[src/rtl/pic_instr_sequencer_pkg.sv]
// Shared definitions for the PIC16-style instruction sequencer and its ALU.
// Contents:
//   alu_op_e         - ALU operation codes driven on alu_op
//   *_MASK / *_PAT   - 14-bit opcode match patterns for the decoded subset
//   instr_class_e    - decoded instruction class used by the sequencer
//   decode_instr()   - maps a raw instruction word onto instr_class_e
package pic_instr_sequencer_pkg;

    // ALU operation codes; the ALU decodes the same enum.
    typedef enum logic [3:0] {
        ALU_NOP     = 4'h0,
        ALU_PASSLF  = 4'h1,
        ALU_BITTEST = 4'h2,
        ALU_INC     = 4'h3,
        ALU_DEC     = 4'h4
    } alu_op_e;

    // Standard PIC16 14-bit encodings (mask selects the fixed opcode bits).
    localparam logic [13:0] NOP_MASK    = 14'h3F9F;
    localparam logic [13:0] NOP_PAT     = 14'h0000;
    localparam logic [13:0] RETURN_PAT  = 14'h0008;
    localparam logic [13:0] LIT_MASK    = 14'h3C00;
    localparam logic [13:0] MOVLW_PAT   = 14'h3000;
    localparam logic [13:0] RETLW_PAT   = 14'h3400;
    localparam logic [13:0] BR_MASK     = 14'h3800;
    localparam logic [13:0] CALL_PAT    = 14'h2000;
    localparam logic [13:0] GOTO_PAT    = 14'h2800;
    localparam logic [13:0] BIT_MASK    = 14'h3C00;
    localparam logic [13:0] BTFSC_PAT   = 14'h1800;
    localparam logic [13:0] BTFSS_PAT   = 14'h1C00;
    localparam logic [13:0] BYTE_MASK   = 14'h3F00;
    localparam logic [13:0] DECFSZ_PAT  = 14'h0B00;
    localparam logic [13:0] INCFSZ_PAT  = 14'h0F00;

    // Bit position of the destination select (d) in byte-oriented ops.
    localparam int D_BIT = 7;

    typedef enum logic [3:0] {
        IC_NOP    = 4'd0,
        IC_MOVLW  = 4'd1,
        IC_RETLW  = 4'd2,
        IC_GOTO   = 4'd3,
        IC_CALL   = 4'd4,
        IC_RETURN = 4'd5,
        IC_BTFSC  = 4'd6,
        IC_BTFSS  = 4'd7,
        IC_DECFSZ = 4'd8,
        IC_INCFSZ = 4'd9
    } instr_class_e;

    // Anything outside the supported subset executes as a NOP.
    function automatic instr_class_e decode_instr(input logic [13:0] instr);
        instr_class_e cls;
        if ((instr & NOP_MASK) == NOP_PAT) begin
            cls = IC_NOP;
        end else if (instr == RETURN_PAT) begin
            cls = IC_RETURN;
        end else if ((instr & LIT_MASK) == MOVLW_PAT) begin
            cls = IC_MOVLW;
        end else if ((instr & LIT_MASK) == RETLW_PAT) begin
            cls = IC_RETLW;
        end else if ((instr & BR_MASK) == CALL_PAT) begin
            cls = IC_CALL;
        end else if ((instr & BR_MASK) == GOTO_PAT) begin
            cls = IC_GOTO;
        end else if ((instr & BIT_MASK) == BTFSC_PAT) begin
            cls = IC_BTFSC;
        end else if ((instr & BIT_MASK) == BTFSS_PAT) begin
            cls = IC_BTFSS;
        end else if ((instr & BYTE_MASK) == DECFSZ_PAT) begin
            cls = IC_DECFSZ;
        end else if ((instr & BYTE_MASK) == INCFSZ_PAT) begin
            cls = IC_INCFSZ;
        end else begin
            cls = IC_NOP;
        end
        return cls;
    endfunction

endpackage

[src/rtl/pic_instr_sequencer_if.sv]
// Bus between the instruction sequencer and the core datapath.
// master (sequencer): reads hold, instr_current, skip_taken;
//                     drives ALU/W strobes, fetch strobes, pc, fetch_addr,
//                     q_phase, in_flush and the stack_ovf/stack_unf pulses.
// slave (datapath):   the mirror image.
interface pic_instr_sequencer_if
    import pic_instr_sequencer_pkg::*;
#(
    parameter int PC_W     = 13,
    parameter int Q_PHASES = 4
);
    localparam int QW = $clog2(Q_PHASES);

    logic            hold;
    logic [13:0]     instr_current;
    logic            skip_taken;
    logic            alu_sel_l;
    alu_op_e         alu_op;
    logic            alu_status_wr_en;
    logic            w_reg_wr_en;
    logic            instr_rd_en;
    logic            instr_flush;
    logic [PC_W-1:0] pc;
    logic [PC_W-1:0] fetch_addr;
    logic [QW-1:0]   q_phase;
    logic            in_flush;
    logic            stack_ovf;
    logic            stack_unf;

    modport master (
        input  hold, instr_current, skip_taken,
        output alu_sel_l, alu_op, alu_status_wr_en, w_reg_wr_en,
               instr_rd_en, instr_flush, pc, fetch_addr, q_phase,
               in_flush, stack_ovf, stack_unf
    );

    modport slave (
        output hold, instr_current, skip_taken,
        input  alu_sel_l, alu_op, alu_status_wr_en, w_reg_wr_en,
               instr_rd_en, instr_flush, pc, fetch_addr, q_phase,
               in_flush, stack_ovf, stack_unf
    );

endinterface

[src/rtl/pic_instr_sequencer_return_stack.sv]
// Circular hardware return stack.
// Ports: clk, rst (sync, active-high), push, pop, din (return address in),
//        dout (top-of-stack, combinational), ovf (push while full),
//        unf (pop while empty).
// The pointer always wraps; the count saturates at STACK_DEPTH so that a
// push onto a full stack silently overwrites the oldest entry and a pop
// from an empty stack still returns whatever sits below the pointer.
module return_stack #(
    parameter int PC_W        = 13,
    parameter int STACK_DEPTH = 8
) (
    input  logic            clk,
    input  logic            rst,
    input  logic            push,
    input  logic            pop,
    input  logic [PC_W-1:0] din,
    output logic [PC_W-1:0] dout,
    output logic            ovf,
    output logic            unf
);
    localparam int PW = $clog2(STACK_DEPTH);
    localparam int CW = PW + 1;
    localparam logic [CW-1:0] FULL_COUNT = CW'(STACK_DEPTH);

    logic [PC_W-1:0] mem_r [STACK_DEPTH];
    logic [PW-1:0]   ptr_r;
    logic [PW-1:0]   ptr_dec_s;
    logic [CW-1:0]   count_r;
    logic            full_s;
    logic            empty_s;

    assign ptr_dec_s = ptr_r - PW'(1);
    assign full_s    = (count_r == FULL_COUNT);
    assign empty_s   = (count_r == CW'(0));
    assign dout      = mem_r[ptr_dec_s];
    assign ovf       = push & full_s;
    assign unf       = pop & ~push & empty_s;

    // Pointer and occupancy count; push takes priority if both are raised.
    always_ff @(posedge clk) begin
        if (rst) begin
            ptr_r   <= {PW{1'b0}};
            count_r <= {CW{1'b0}};
        end else if (push) begin
            ptr_r   <= ptr_r + PW'(1);
            count_r <= full_s ? count_r : count_r + CW'(1);
        end else if (pop) begin
            ptr_r   <= ptr_dec_s;
            count_r <= empty_s ? count_r : count_r - CW'(1);
        end else begin
            ptr_r   <= ptr_r;
            count_r <= count_r;
        end
    end

    // Entry storage; contents are not reset.
    always_ff @(posedge clk) begin
        if (push && !rst) begin
            mem_r[ptr_r] <= din;
        end
    end

endmodule

[src/rtl/pic_instr_sequencer.sv]
// PIC16-style instruction sequencer.
// Ports: clk, rst (sync, active-high), bus (pic_instr_sequencer_if.master).
// Each instruction takes Q_PHASES clocks. Phase 1 drives the ALU/W strobes
// for the instruction in the external instruction register; the last phase
// either fetches sequentially (pc+1) or redirects (GOTO/CALL/RETURN/RETLW/
// taken skip), in which case the instruction register is flushed and one
// forced-NOP cycle follows whose last phase fetches from the new pc.
module pic_instr_sequencer
    import pic_instr_sequencer_pkg::*;
#(
    parameter int              PC_W         = 13,
    parameter int              STACK_DEPTH  = 8,
    parameter int              Q_PHASES     = 4,
    parameter logic [PC_W-1:0] RESET_VECTOR = {PC_W{1'b0}}
) (
    input logic                  clk,
    input logic                  rst,
    pic_instr_sequencer_if.master bus
);
    localparam int QW = $clog2(Q_PHASES);
    localparam logic [QW-1:0] LAST_PHASE = QW'(Q_PHASES - 1);
    localparam logic [QW-1:0] ALU_PHASE  = QW'(1);

    logic [QW-1:0]   q_phase_r;
    logic [QW-1:0]   q_phase_nxt_s;
    logic [PC_W-1:0] pc_r;
    logic [PC_W-1:0] pc_nxt_s;
    logic            in_flush_r;
    logic            in_flush_nxt_s;

    logic            run_s;
    logic            last_s;
    logic            alu_s;
    instr_class_e    class_s;
    logic [PC_W-1:0] pc_plus1_s;
    logic [PC_W-1:0] pc_plus2_s;
    logic [PC_W-1:0] jump_tgt_s;
    logic            push_s;
    logic            pop_s;
    logic            redirect_s;
    logic            seq_fetch_s;
    logic [PC_W-1:0] pop_data_s;
    logic            ovf_s;
    logic            unf_s;

    // Reset and hold both silence every strobe and freeze all state.
    assign run_s      = ~bus.hold & ~rst;
    assign last_s     = (q_phase_r == LAST_PHASE);
    assign alu_s      = (q_phase_r == ALU_PHASE);
    assign class_s    = decode_instr(bus.instr_current);
    assign pc_plus1_s = pc_r + PC_W'(1);
    assign pc_plus2_s = pc_r + PC_W'(2);
    assign jump_tgt_s = PC_W'(bus.instr_current[10:0]);

    return_stack #(
        .PC_W        (PC_W),
        .STACK_DEPTH (STACK_DEPTH)
    ) u_stack (
        .clk  (clk),
        .rst  (rst),
        .push (push_s),
        .pop  (pop_s),
        .din  (pc_plus1_s),
        .dout (pop_data_s),
        .ovf  (ovf_s),
        .unf  (unf_s)
    );

    // State register: phase counter, program counter, forced-NOP flag.
    always_ff @(posedge clk) begin
        if (rst) begin
            q_phase_r  <= {QW{1'b0}};
            pc_r       <= RESET_VECTOR;
            in_flush_r <= 1'b0;
        end else begin
            q_phase_r  <= q_phase_nxt_s;
            pc_r       <= pc_nxt_s;
            in_flush_r <= in_flush_nxt_s;
        end
    end

    // Next-state logic: phase advance and last-phase pc/stack decisions.
    always_comb begin
        q_phase_nxt_s  = q_phase_r;
        pc_nxt_s       = pc_r;
        in_flush_nxt_s = in_flush_r;
        push_s         = 1'b0;
        pop_s          = 1'b0;
        redirect_s     = 1'b0;
        seq_fetch_s    = 1'b0;
        if (run_s) begin
            q_phase_nxt_s = last_s ? {QW{1'b0}} : q_phase_r + QW'(1);
            if (last_s && in_flush_r) begin
                // End of forced NOP: refill from the already-updated pc.
                seq_fetch_s    = 1'b1;
                in_flush_nxt_s = 1'b0;
            end else if (last_s) begin
                case (class_s)
                    IC_GOTO: begin
                        redirect_s     = 1'b1;
                        pc_nxt_s       = jump_tgt_s;
                        in_flush_nxt_s = 1'b1;
                    end
                    IC_CALL: begin
                        redirect_s     = 1'b1;
                        push_s         = 1'b1;
                        pc_nxt_s       = jump_tgt_s;
                        in_flush_nxt_s = 1'b1;
                    end
                    IC_RETURN, IC_RETLW: begin
                        redirect_s     = 1'b1;
                        pop_s          = 1'b1;
                        pc_nxt_s       = pop_data_s;
                        in_flush_nxt_s = 1'b1;
                    end
                    IC_BTFSC, IC_BTFSS, IC_DECFSZ, IC_INCFSZ: begin
                        if (bus.skip_taken) begin
                            redirect_s     = 1'b1;
                            pc_nxt_s       = pc_plus2_s;
                            in_flush_nxt_s = 1'b1;
                        end else begin
                            seq_fetch_s = 1'b1;
                            pc_nxt_s    = pc_plus1_s;
                        end
                    end
                    default: begin
                        seq_fetch_s = 1'b1;
                        pc_nxt_s    = pc_plus1_s;
                    end
                endcase
            end else begin
                pc_nxt_s = pc_r;
            end
        end else begin
            q_phase_nxt_s = q_phase_r;
        end
    end

    // Output logic: ALU-phase strobes and last-phase fetch/flush strobes.
    always_comb begin
        bus.alu_sel_l        = 1'b0;
        bus.alu_op           = ALU_NOP;
        bus.alu_status_wr_en = 1'b0;   // none of the decoded subset updates STATUS
        bus.w_reg_wr_en      = 1'b0;
        bus.instr_rd_en      = seq_fetch_s;
        bus.instr_flush      = redirect_s;
        bus.fetch_addr       = in_flush_r ? pc_r : pc_plus1_s;
        if (run_s && alu_s && !in_flush_r) begin
            case (class_s)
                IC_MOVLW, IC_RETLW: begin
                    bus.alu_sel_l   = 1'b1;
                    bus.alu_op      = ALU_PASSLF;
                    bus.w_reg_wr_en = 1'b1;
                end
                IC_BTFSC, IC_BTFSS: begin
                    bus.alu_op = ALU_BITTEST;
                end
                IC_DECFSZ: begin
                    bus.alu_op      = ALU_DEC;
                    bus.w_reg_wr_en = ~bus.instr_current[D_BIT];
                end
                IC_INCFSZ: begin
                    bus.alu_op      = ALU_INC;
                    bus.w_reg_wr_en = ~bus.instr_current[D_BIT];
                end
                default: begin
                    bus.alu_op = ALU_NOP;
                end
            endcase
        end else begin
            bus.alu_op = ALU_NOP;
        end
    end

    assign bus.pc        = pc_r;
    assign bus.q_phase   = q_phase_r;
    assign bus.in_flush  = in_flush_r;
    assign bus.stack_ovf = ovf_s;
    assign bus.stack_unf = unf_s;

endmodule

[src/flat_wrapper.sv]
// flat-port wrapper written by rule: the top's interface ports become plain ports
module pic_instr_sequencer_flat import pic_instr_sequencer_pkg::*;
#(
    parameter int              PC_W         = 13,
    parameter int              STACK_DEPTH  = 8,
    parameter int              Q_PHASES     = 4,
    parameter logic [PC_W-1:0] RESET_VECTOR = {PC_W{1'b0}}
)
  (clk, rst, bus_hold, bus_instr_current, bus_skip_taken, bus_alu_sel_l, bus_alu_op, bus_alu_status_wr_en, bus_w_reg_wr_en, bus_instr_rd_en, bus_instr_flush, bus_pc, bus_fetch_addr, bus_q_phase, bus_in_flush, bus_stack_ovf, bus_stack_unf);
  pic_instr_sequencer_if #(.PC_W(PC_W), .Q_PHASES(Q_PHASES)) bus_i ();
  input logic clk;
  input logic rst;
  input wire logic [$bits(bus_i.hold)-1:0] bus_hold;
  input wire logic [$bits(bus_i.instr_current)-1:0] bus_instr_current;
  input wire logic [$bits(bus_i.skip_taken)-1:0] bus_skip_taken;
  output wire logic [$bits(bus_i.alu_sel_l)-1:0] bus_alu_sel_l;
  output wire logic [$bits(bus_i.alu_op)-1:0] bus_alu_op;
  output wire logic [$bits(bus_i.alu_status_wr_en)-1:0] bus_alu_status_wr_en;
  output wire logic [$bits(bus_i.w_reg_wr_en)-1:0] bus_w_reg_wr_en;
  output wire logic [$bits(bus_i.instr_rd_en)-1:0] bus_instr_rd_en;
  output wire logic [$bits(bus_i.instr_flush)-1:0] bus_instr_flush;
  output wire logic [$bits(bus_i.pc)-1:0] bus_pc;
  output wire logic [$bits(bus_i.fetch_addr)-1:0] bus_fetch_addr;
  output wire logic [$bits(bus_i.q_phase)-1:0] bus_q_phase;
  output wire logic [$bits(bus_i.in_flush)-1:0] bus_in_flush;
  output wire logic [$bits(bus_i.stack_ovf)-1:0] bus_stack_ovf;
  output wire logic [$bits(bus_i.stack_unf)-1:0] bus_stack_unf;
  assign bus_i.hold = bus_hold;
  assign bus_i.instr_current = bus_instr_current;
  assign bus_i.skip_taken = bus_skip_taken;
  assign bus_alu_sel_l = bus_i.alu_sel_l;
  assign bus_alu_op = bus_i.alu_op;
  assign bus_alu_status_wr_en = bus_i.alu_status_wr_en;
  assign bus_w_reg_wr_en = bus_i.w_reg_wr_en;
  assign bus_instr_rd_en = bus_i.instr_rd_en;
  assign bus_instr_flush = bus_i.instr_flush;
  assign bus_pc = bus_i.pc;
  assign bus_fetch_addr = bus_i.fetch_addr;
  assign bus_q_phase = bus_i.q_phase;
  assign bus_in_flush = bus_i.in_flush;
  assign bus_stack_ovf = bus_i.stack_ovf;
  assign bus_stack_unf = bus_i.stack_unf;
  pic_instr_sequencer #(.PC_W(PC_W), .STACK_DEPTH(STACK_DEPTH), .Q_PHASES(Q_PHASES), .RESET_VECTOR(RESET_VECTOR)) u_core (.clk(clk), .rst(rst), .bus(bus_i));
endmodule
[config.mk]
export PLATFORM = sky130hd
export DESIGN_NAME = pic_instr_sequencer_flat
export DESIGN_NICKNAME = d
export VERILOG_FILES = /design/src/rtl/pic_instr_sequencer_pkg.sv /design/src/rtl/pic_instr_sequencer_if.sv /design/src/rtl/pic_instr_sequencer_return_stack.sv /design/src/rtl/pic_instr_sequencer.sv /design/src/flat_wrapper.sv
export SDC_FILE = /design/constraint.sdc
export NUM_CORES = 1
export LEC_CHECK = 0
export CAP_MARGIN = 20
export CORE_MARGIN = 2
export CORE_UTILIZATION = 58
export DETAILED_ROUTE_END_ITERATION = 6
export GPL_TIMING_DRIVEN = 1
export PLACE_DENSITY = 0.88
export SLEW_MARGIN = 10
export SYNTH_ARGS = -nofsm -noshare
export SYNTH_HDL_FRONTEND = slang
export SYNTH_HIERARCHICAL = 1
export SYNTH_SLANG_ARGS = --single-unit
[constraint.sdc]
create_clock -name clk -period 4.2 [get_ports clk]
set_clock_uncertainty 0.1 [all_clocks]
set_input_delay 0.42 -clock clk [delete_from_list [all_inputs] [get_ports clk]]
set_output_delay 0.42 -clock clk [all_outputs]
set_load 0.005 [all_outputs]
Word-level counts from Yosys, hierarchy flattened
Memory sizes are Yosys's and may differ from the RTL's.
Cells that the tools add are included.

word-level totals
  logic and storage cells = 117
  RAM bits = 104
  output and inout bits = 40
  memories = 1
  input bits = 18
  register bits = 23

memory list
  name                  words  width  rd ports  clocked after Yosys merged registers in  write ports  line                                    source
  u_core.u_stack.mem_r  8      13     1         0                                        1            pic_instr_sequencer_return_stack.sv:25  logic [PC_W-1:0] mem_r [STACK_DEPTH];

operators by class
  mux-type cells = 50
  eq/ne operators = 24
  reduce and logical (&&, ||, !) cells = 21
  bitwise gates (word level) = 9
  $add $sub $neg = 7

operator list
  kind                   number
  $mux 4                 14
  $pmux 13 s3            1
  $mux 13                2
  $eq 4x3->1 const B     6
  $mux 1                 24
  $eq 4x4->1 const B     5
  $eq 14x4->1 const B    1
  $logic_not 14->1       1
  $add 13x1->13 const B  1
  $add 13x2->13 const B  1
  $eq 6x4->1 const B     2
  $pmux 3 s4             1
  $reduce_or 2->1        5
  $mux 3                 3
  $eq 4x2->1 const B     2
  $pmux 1 s2             4
  $reduce_or 4->1        2
  $eq 3x3->1 const B     2
  $reduce_and 3->1       2
  $not 1->1              5
  $add 4x1->4 const B    1
  $and 1x1->1            4
  $eq 4x1->1 const B     1
  $logic_and 1x1->1      4
  14 further kinds       17

Longest topological paths before layout
  depth after elaboration = 19
  gate-level depth with buffers = 13
  gate-level depth less buffers = 10

Modules after synthesis
The synthesis kept the hierarchy.

by module, submodules not included
  module               area an instance (µm²)  cells each  instances  sequential area each (µm²)
  return_stack         4429.2                  215         1          3263.1
  pic_instr_sequencer  1956.9                  260         1          320.3

Worst setup path before layout
OpenSTA, ideal clock, no wires.

  path type = register to register
  start point = register u_core.q_phase_r[0], in the netlist u_core/bus.q_phase[0]
  end point = memory u_core.u_stack.mem_r[2][0] (enable)
  buffers on the path = 3
  path slack = 0.400 ns
  arrival = 3.300 ns
  clock period less this slack = 3.800 ns
  required time = 3.700 ns
  library setup time = 0.400 ns
  cell stages (with the launch flop) = 11
  cell sequence = dfxtp_1 -> ha_1 -> nand2b_1 -> or3_1 -> clkbuf_1 -> clkbuf_1 -> nor3b_1 -> buf_2 -> inv_1 -> or3_1 -> nor3_1

between the ends
  longest elaborated chain between the ends = 7
  elaborated cells on any way between the ends = 8
  classes of those cells = eq/ne: 1; mux: 5; reduce/logical: 2

ends and longest elaborated chain
  what                                         line                                                  source
  start, declared                              pic_instr_sequencer.sv:24                             logic [QW-1:0] q_phase_r;
  start signal, assigned                       pic_instr_sequencer.sv:72                             q_phase_r <= {QW{1'b0}};
  start signal, assigned                       pic_instr_sequencer.sv:76                             q_phase_r <= q_phase_nxt_s;
  $eq 2x2->1 *                                 pic_instr_sequencer.sv:48                             assign last_s = (q_phase_r == LAST_PHASE);
  $mux 1 or $logic_and 1x1->1 (tied branches)  pic_instr_sequencer.sv:97, pic_instr_sequencer.sv:93
  $mux 1 *                                     pic_instr_sequencer.sv:93                             if (last_s && in_flush_r) begin
  $mux 1 *                                     pic_instr_sequencer.sv:91                             if (run_s) begin
  net u_core.push_s                            pic_instr_sequencer.sv:38                             logic push_s;
  $logic_and 1x1->1 *                          pic_instr_sequencer_return_stack.sv:58                if (push && !rst) begin
  $mux 1 *                                     pic_instr_sequencer_return_stack.sv:58
  $mux 1 (implied by the code) *               pic_instr_sequencer_return_stack.sv:59                mem_r[ptr_r] <= din;
  end, declared                                pic_instr_sequencer_return_stack.sv:25

Mark *: on every way through the listed nets, which the timed path passes. The rest lies on a longest branch.

Worst setup path after layout
  start point = register u_core.pc_r[0], in the netlist u_core/bus.pc[0]
  end point = output port bus_fetch_addr[12]

between the ends
  longest elaborated chain between the ends = 2

ends and longest elaborated chain
  what                    line                        source
  start, declared         pic_instr_sequencer.sv:26   logic [PC_W-1:0] pc_r;
  start signal, assigned  pic_instr_sequencer.sv:77   pc_r <= pc_nxt_s;
  $add 13x1->13           pic_instr_sequencer.sv:51   assign pc_plus1_s = pc_r + PC_W'(1);
  $mux 13                 pic_instr_sequencer.sv:147  bus.fetch_addr = in_flush_r ? pc_r : pc_plus1_s;
  end, declared           flat_wrapper.sv:23          output wire logic [$bits(bus_i.fetch_addr)-1:0] bus_fetch_addr;

No other way between the ends.

==> tab_implementation.tex <==
\begin{tabular}{lr}
\hline
Metric & Value \\
\hline
\multicolumn{2}{l}{\textbf{Cells and area}} \\
Post-route non-filler standard cell count & 689 \\
End-of-flow core utilization & 70.4\% \\
Filler Cell Count & 695 \\
Layout overhead on the synthesized area & 18.9\% \\
Commonest cells after routing, fill and taps aside & 104 x sky130\_fd\_sc\_hd\_\_edfxtp\_1, 55 x sky130\_fd\_sc\_hd\_\_clkdlybuf4s50\_1, 36 x sky130\_fd\_sc\_hd\_\_nor2\_1 \\
Total non-filler cell area in the finished layout & 7600 sq um \\
Most common cell after layout, fill and taps aside & sky130\_fd\_sc\_hd\_\_edfxtp\_1 \\
Final Net Count & 563 \\
Antenna cell count & 0 \\
Area taken by flip-flops and latches & 3580 sq um \\
Area of the multi-input gates & 2570 sq um \\
Share of final-layout standard cells stronger than drive strength 1 & 19.1\% \\
\multicolumn{2}{l}{\textbf{Placement}} \\
Placed wire-length estimate & 10800 um \\
Post-Place Cell Area & 7060 sq um \\
Final estimated routing congestion in global placement & 0.954 \\
I/O Buffers & 55 \\
Number of placed instances, taps included & 657 \\
\multicolumn{2}{l}{\textbf{STA}} \\
Tcrit/Tclk final & 90.6\% \\
Worst max-slew margin expressed relative to the limit & 42.0\% \\
Worst hold margin & 0.424 ns \\
Post-layout minimum cycle time & 3.80 ns \\
Total of endpoints with negative setup slack in the final report & 0 \\
Count of final max-slew check failures & 0 \\
Setup TNS & 0 ns \\
Achievable frequency & 263 MHz \\
RSZ-0062 raised after global routing & false \\
Hold Vio Cnt, Final & 0 \\
Actual transition at the worst max-transition pin & 0.863 ns \\
\multicolumn{2}{l}{\textbf{GRT}} \\
GR met1 Demand/Resource & 39.0\% \\
Grt ovf & 0 \\
GRT busiest layer & met2 \\
Met2 usage in global routing & 46.1\% \\
Total routing usage reported by global routing & 28.8\% \\
Initial antenna violation count & 0 \\
Met3 track demand over resource in global routing & 6.40\% \\
Number of global-route vias before repair & 4429 \\
Pin count of the biggest net entering global routing & 32 \\
First-pass GRT wire length & 24700 um \\
\multicolumn{2}{l}{\textbf{Synthesis}} \\
Synth cell types & 72 \\
Number of synthesized flops with an enable pin & 104 \\
Share of synthesized area occupied by flip-flops and latches & 56.1\% \\
Post-synthesis area per instance & 13.4 sq um \\
Mapped Area & 6390 sq um \\
Synthesis warning total & 6 \\
Post-synthesis register bit count & 127 \\
Most used flip-flop cell after synthesis & sky130\_fd\_sc\_hd\_\_edfxtp\_1 \\
Synthesized instance count & 475 \\
Post-synth ARST share & 0\% \\
\multicolumn{2}{l}{\textbf{Worst setup path}} \\
Critical path data required time & 3.68 ns \\
Endpoint type of the worst setup path & primary output \\
Library cell contributing the largest single delay on the critical path & sky130\_fd\_sc\_hd\_\_clkdlybuf4s50\_1 \\
Slowest stage delay, CP & 0.56 ns \\
Critical Path Fanout Max & 10 \\
Gate family responsible for the most delay along the worst path & simple AND/OR/NAND/NOR gates \\
Sort of element at the start of the critical path & flop \\
Critical path arrival & 3.28 ns \\
Ordered list of cells on the worst path & ha\_1 -> nand3\_2 -> or2\_2 -> nor3\_1 -> xor2\_1 -> clkdlybuf4s50\_1 \\
Sum of buffers and inverters on the critical path & 1 \\
Endpoint of the most critical register-to-register path & u\_core/u\_stack/mem\_r[3][12] \\
Worst reg-to-reg path cell count & 9 \\
R2r startpoint & u\_core/bus.q\_phase[0] \\
Class of the most critical setup path & reg -> out \\
Reg-to-reg slack, setup & 1.00 ns \\
\multicolumn{2}{l}{\textbf{Outcome}} \\
Result of the run & finished with violations \\
Violations in the final reports & DRC \\
\multicolumn{2}{l}{\textbf{Routing}} \\
DRT Pass-1 Iters & 7 \\
Final ANT Viol Nets & 0 \\
Total Routed Length & 16000 um \\
Post-detailed-route wirelength per cell & 23.2 um \\
Total via count in the routed design & 4549 \\
Via count normalized by instance count & 6.60 \\
Residual DRC & 1 \\
DRT iter0 DRCs & 704 \\
\multicolumn{2}{l}{\textbf{Clocking}} \\
Post-CTS setup buffer count & 0 \\
Number of buffers added by the clock tree synthesis step & 17 \\
CTS tree & done \\
CTS-repair resized insts & 0 \\
Clock-pin transition on the worst setup and hold timing paths & 0.06 ns \\
Clock Sink Count & 127 \\
Root Buffer Master & sky130\_fd\_sc\_hd\_\_clkbuf\_8 \\
Clock network latency to the later pin of the worst-skew pair & 0.51 ns \\
Clk buf depth & 2 \\
Hold Buf Count CTS & 0 \\
\# H-tree levels & 4 \\
\multicolumn{2}{l}{\textbf{Power}} \\
Power per unit of standard cell area & 363 nW/um\^{}2 \\
Leak pwr & 0.00256 uW \\
Peak supply drop & 0.000254 V \\
\multicolumn{2}{l}{\textbf{Floorplanning}} \\
Effective utilization at floorplan & 59.2\% \\
Core Footprint & 10800 sq um \\
Die width & 109 um \\
Number of primary I/O pins & 58 \\
Die span in y & 109 um \\
Placement Rows & 38 \\
Die ar. & 11900 sq um \\
\multicolumn{2}{l}{\textbf{Min path}} \\
Worst hold path class & reg -> reg \\
Worst min-delay path endpoint & u\_core/u\_stack/count\_r[1] \\
Worst min-delay path startpoint & u\_core/u\_stack/count\_r[1] \\
Number of cells on the worst hold path & 2 \\
\multicolumn{2}{l}{\textbf{Run}} \\
Max-cap violations & 0 \\
\hline
\end{tabular}
## sequential cells by signal, indices dropped and copies added, names as in the netlist
name / flops
u_core/bus.pc: 13
u_core/u_stack/mem_r: 104
u_core/u_stack/ptr_r: 3
u_core/bus.in_flush: 1
u_core/bus.q_phase: 2
u_core/u_stack/count_r: 4
## metal layers
layer  wire length (um)  vias to the layer above
li1                   -                     1964
met3               1360                       44
met5                  0                        -
met4                436                        0
met1               6070                     2265
met2               8150                      276
## cell families (layout without fill, tap and decap cells)
logic type	count (synthesis)	in the layout	synth area share, %
and+or+nand+nor	142	142	12.0
DFF	127	127	56.1
AOI/OAI and AO/OA	76	76	8.76
muxes	44	44	12.8
buffers and inverters	43	116	3.86
xor gates and xnor gates	33	33	4.53
adders and majority gates	9	9	1.88
other	1	2	0.0587
## cell usage after synthesis (all sizes together) (8+ instances only)
| library cell | number | share of area (%) |
|---|---|---|
| nand2 | 27 | 1.6 |
| o21ai | 12 | 0.94 |
| xor2 | 15 | 2.1 |
| inv | 10 | 0.59 |
| edfxtp | 104 | 49 |
| dfxtp | 23 | 7.2 |
| ha | 8 | 1.6 |
| nand4 | 8 | 0.88 |
| nor3 | 16 | 1.3 |
| nor2 | 36 | 2.1 |
| clkbuf | 9 | 0.55 |
| mux4 | 27 | 9.8 |
| mux2 | 15 | 2.6 |
| a21oi | 19 | 1.5 |
| buf | 24 | 2.7 |
| xnor2 | 18 | 2.5 |
| or3 | 9 | 0.88 |
## worst max path at each step
stage / start / end / slack (ns) / cells after the start
final: u_core/bus.pc[0] / bus_fetch_addr[12] / 0.40 / 6
after global routing: u_core/bus.pc[0] / bus_fetch_addr[12] / 0.28 / 6
after CTS: u_core/bus.pc[0] / bus_fetch_addr[12] / 0.45 / 6
after detailed placement: bus_hold / u_core/u_stack/mem_r[3][12] / 0.63 / 9
after global placement: bus_hold / u_core/u_stack/mem_r[3][5] / 0.78 / 9
after floorplan: u_core/bus.q_phase[0] / u_core/u_stack/mem_r[2][0] / 0.40 / 10
## area by class of cell
type                            count  share of cell area, %
Timing Repair Buffer               74                   9.13
Tap cell                          140                   2.31
Clock inverter                     14                   1.55
Clock buffer                       18                   5.50
Inverter                           10                  0.494
Multi-Input combinational cell    306                   33.8
Sequential cell                   127                   47.2
## power by group
group          total (uW)  switching, uW  internal, uW  leakage (uW)
Clock                1310            531           780      0.000251
Sequential           1350           4.48          1350       0.00115
Combinational        93.1           52.3          40.9       0.00115
## worst reg2reg max path, cell delays in order, from the launching register on
cell                       delay (ns)
sky130_fd_sc_hd__dfxtp_1         0.40
sky130_fd_sc_hd__ha_1            0.22
sky130_fd_sc_hd__nand2b_1        0.10
sky130_fd_sc_hd__or3_1           0.34
sky130_fd_sc_hd__nor3b_1         0.24
sky130_fd_sc_hd__buf_4           0.21
sky130_fd_sc_hd__inv_1           0.12
sky130_fd_sc_hd__or3_1           0.46
sky130_fd_sc_hd__nor2_1          0.44
sky130_fd_sc_hd__buf_4           0.28
## per-stage QoR
stage	power, uW	setup slack, ns
5_1_grt	2840	0.281
6_report	2760	0.395
3_5_place_dp	1470	0.631
2_1_floorplan	1430	0.400
3_3_place_gp	1470	0.777
4_1_cts	2770	0.451
Power figures use the tool's default switching activity.
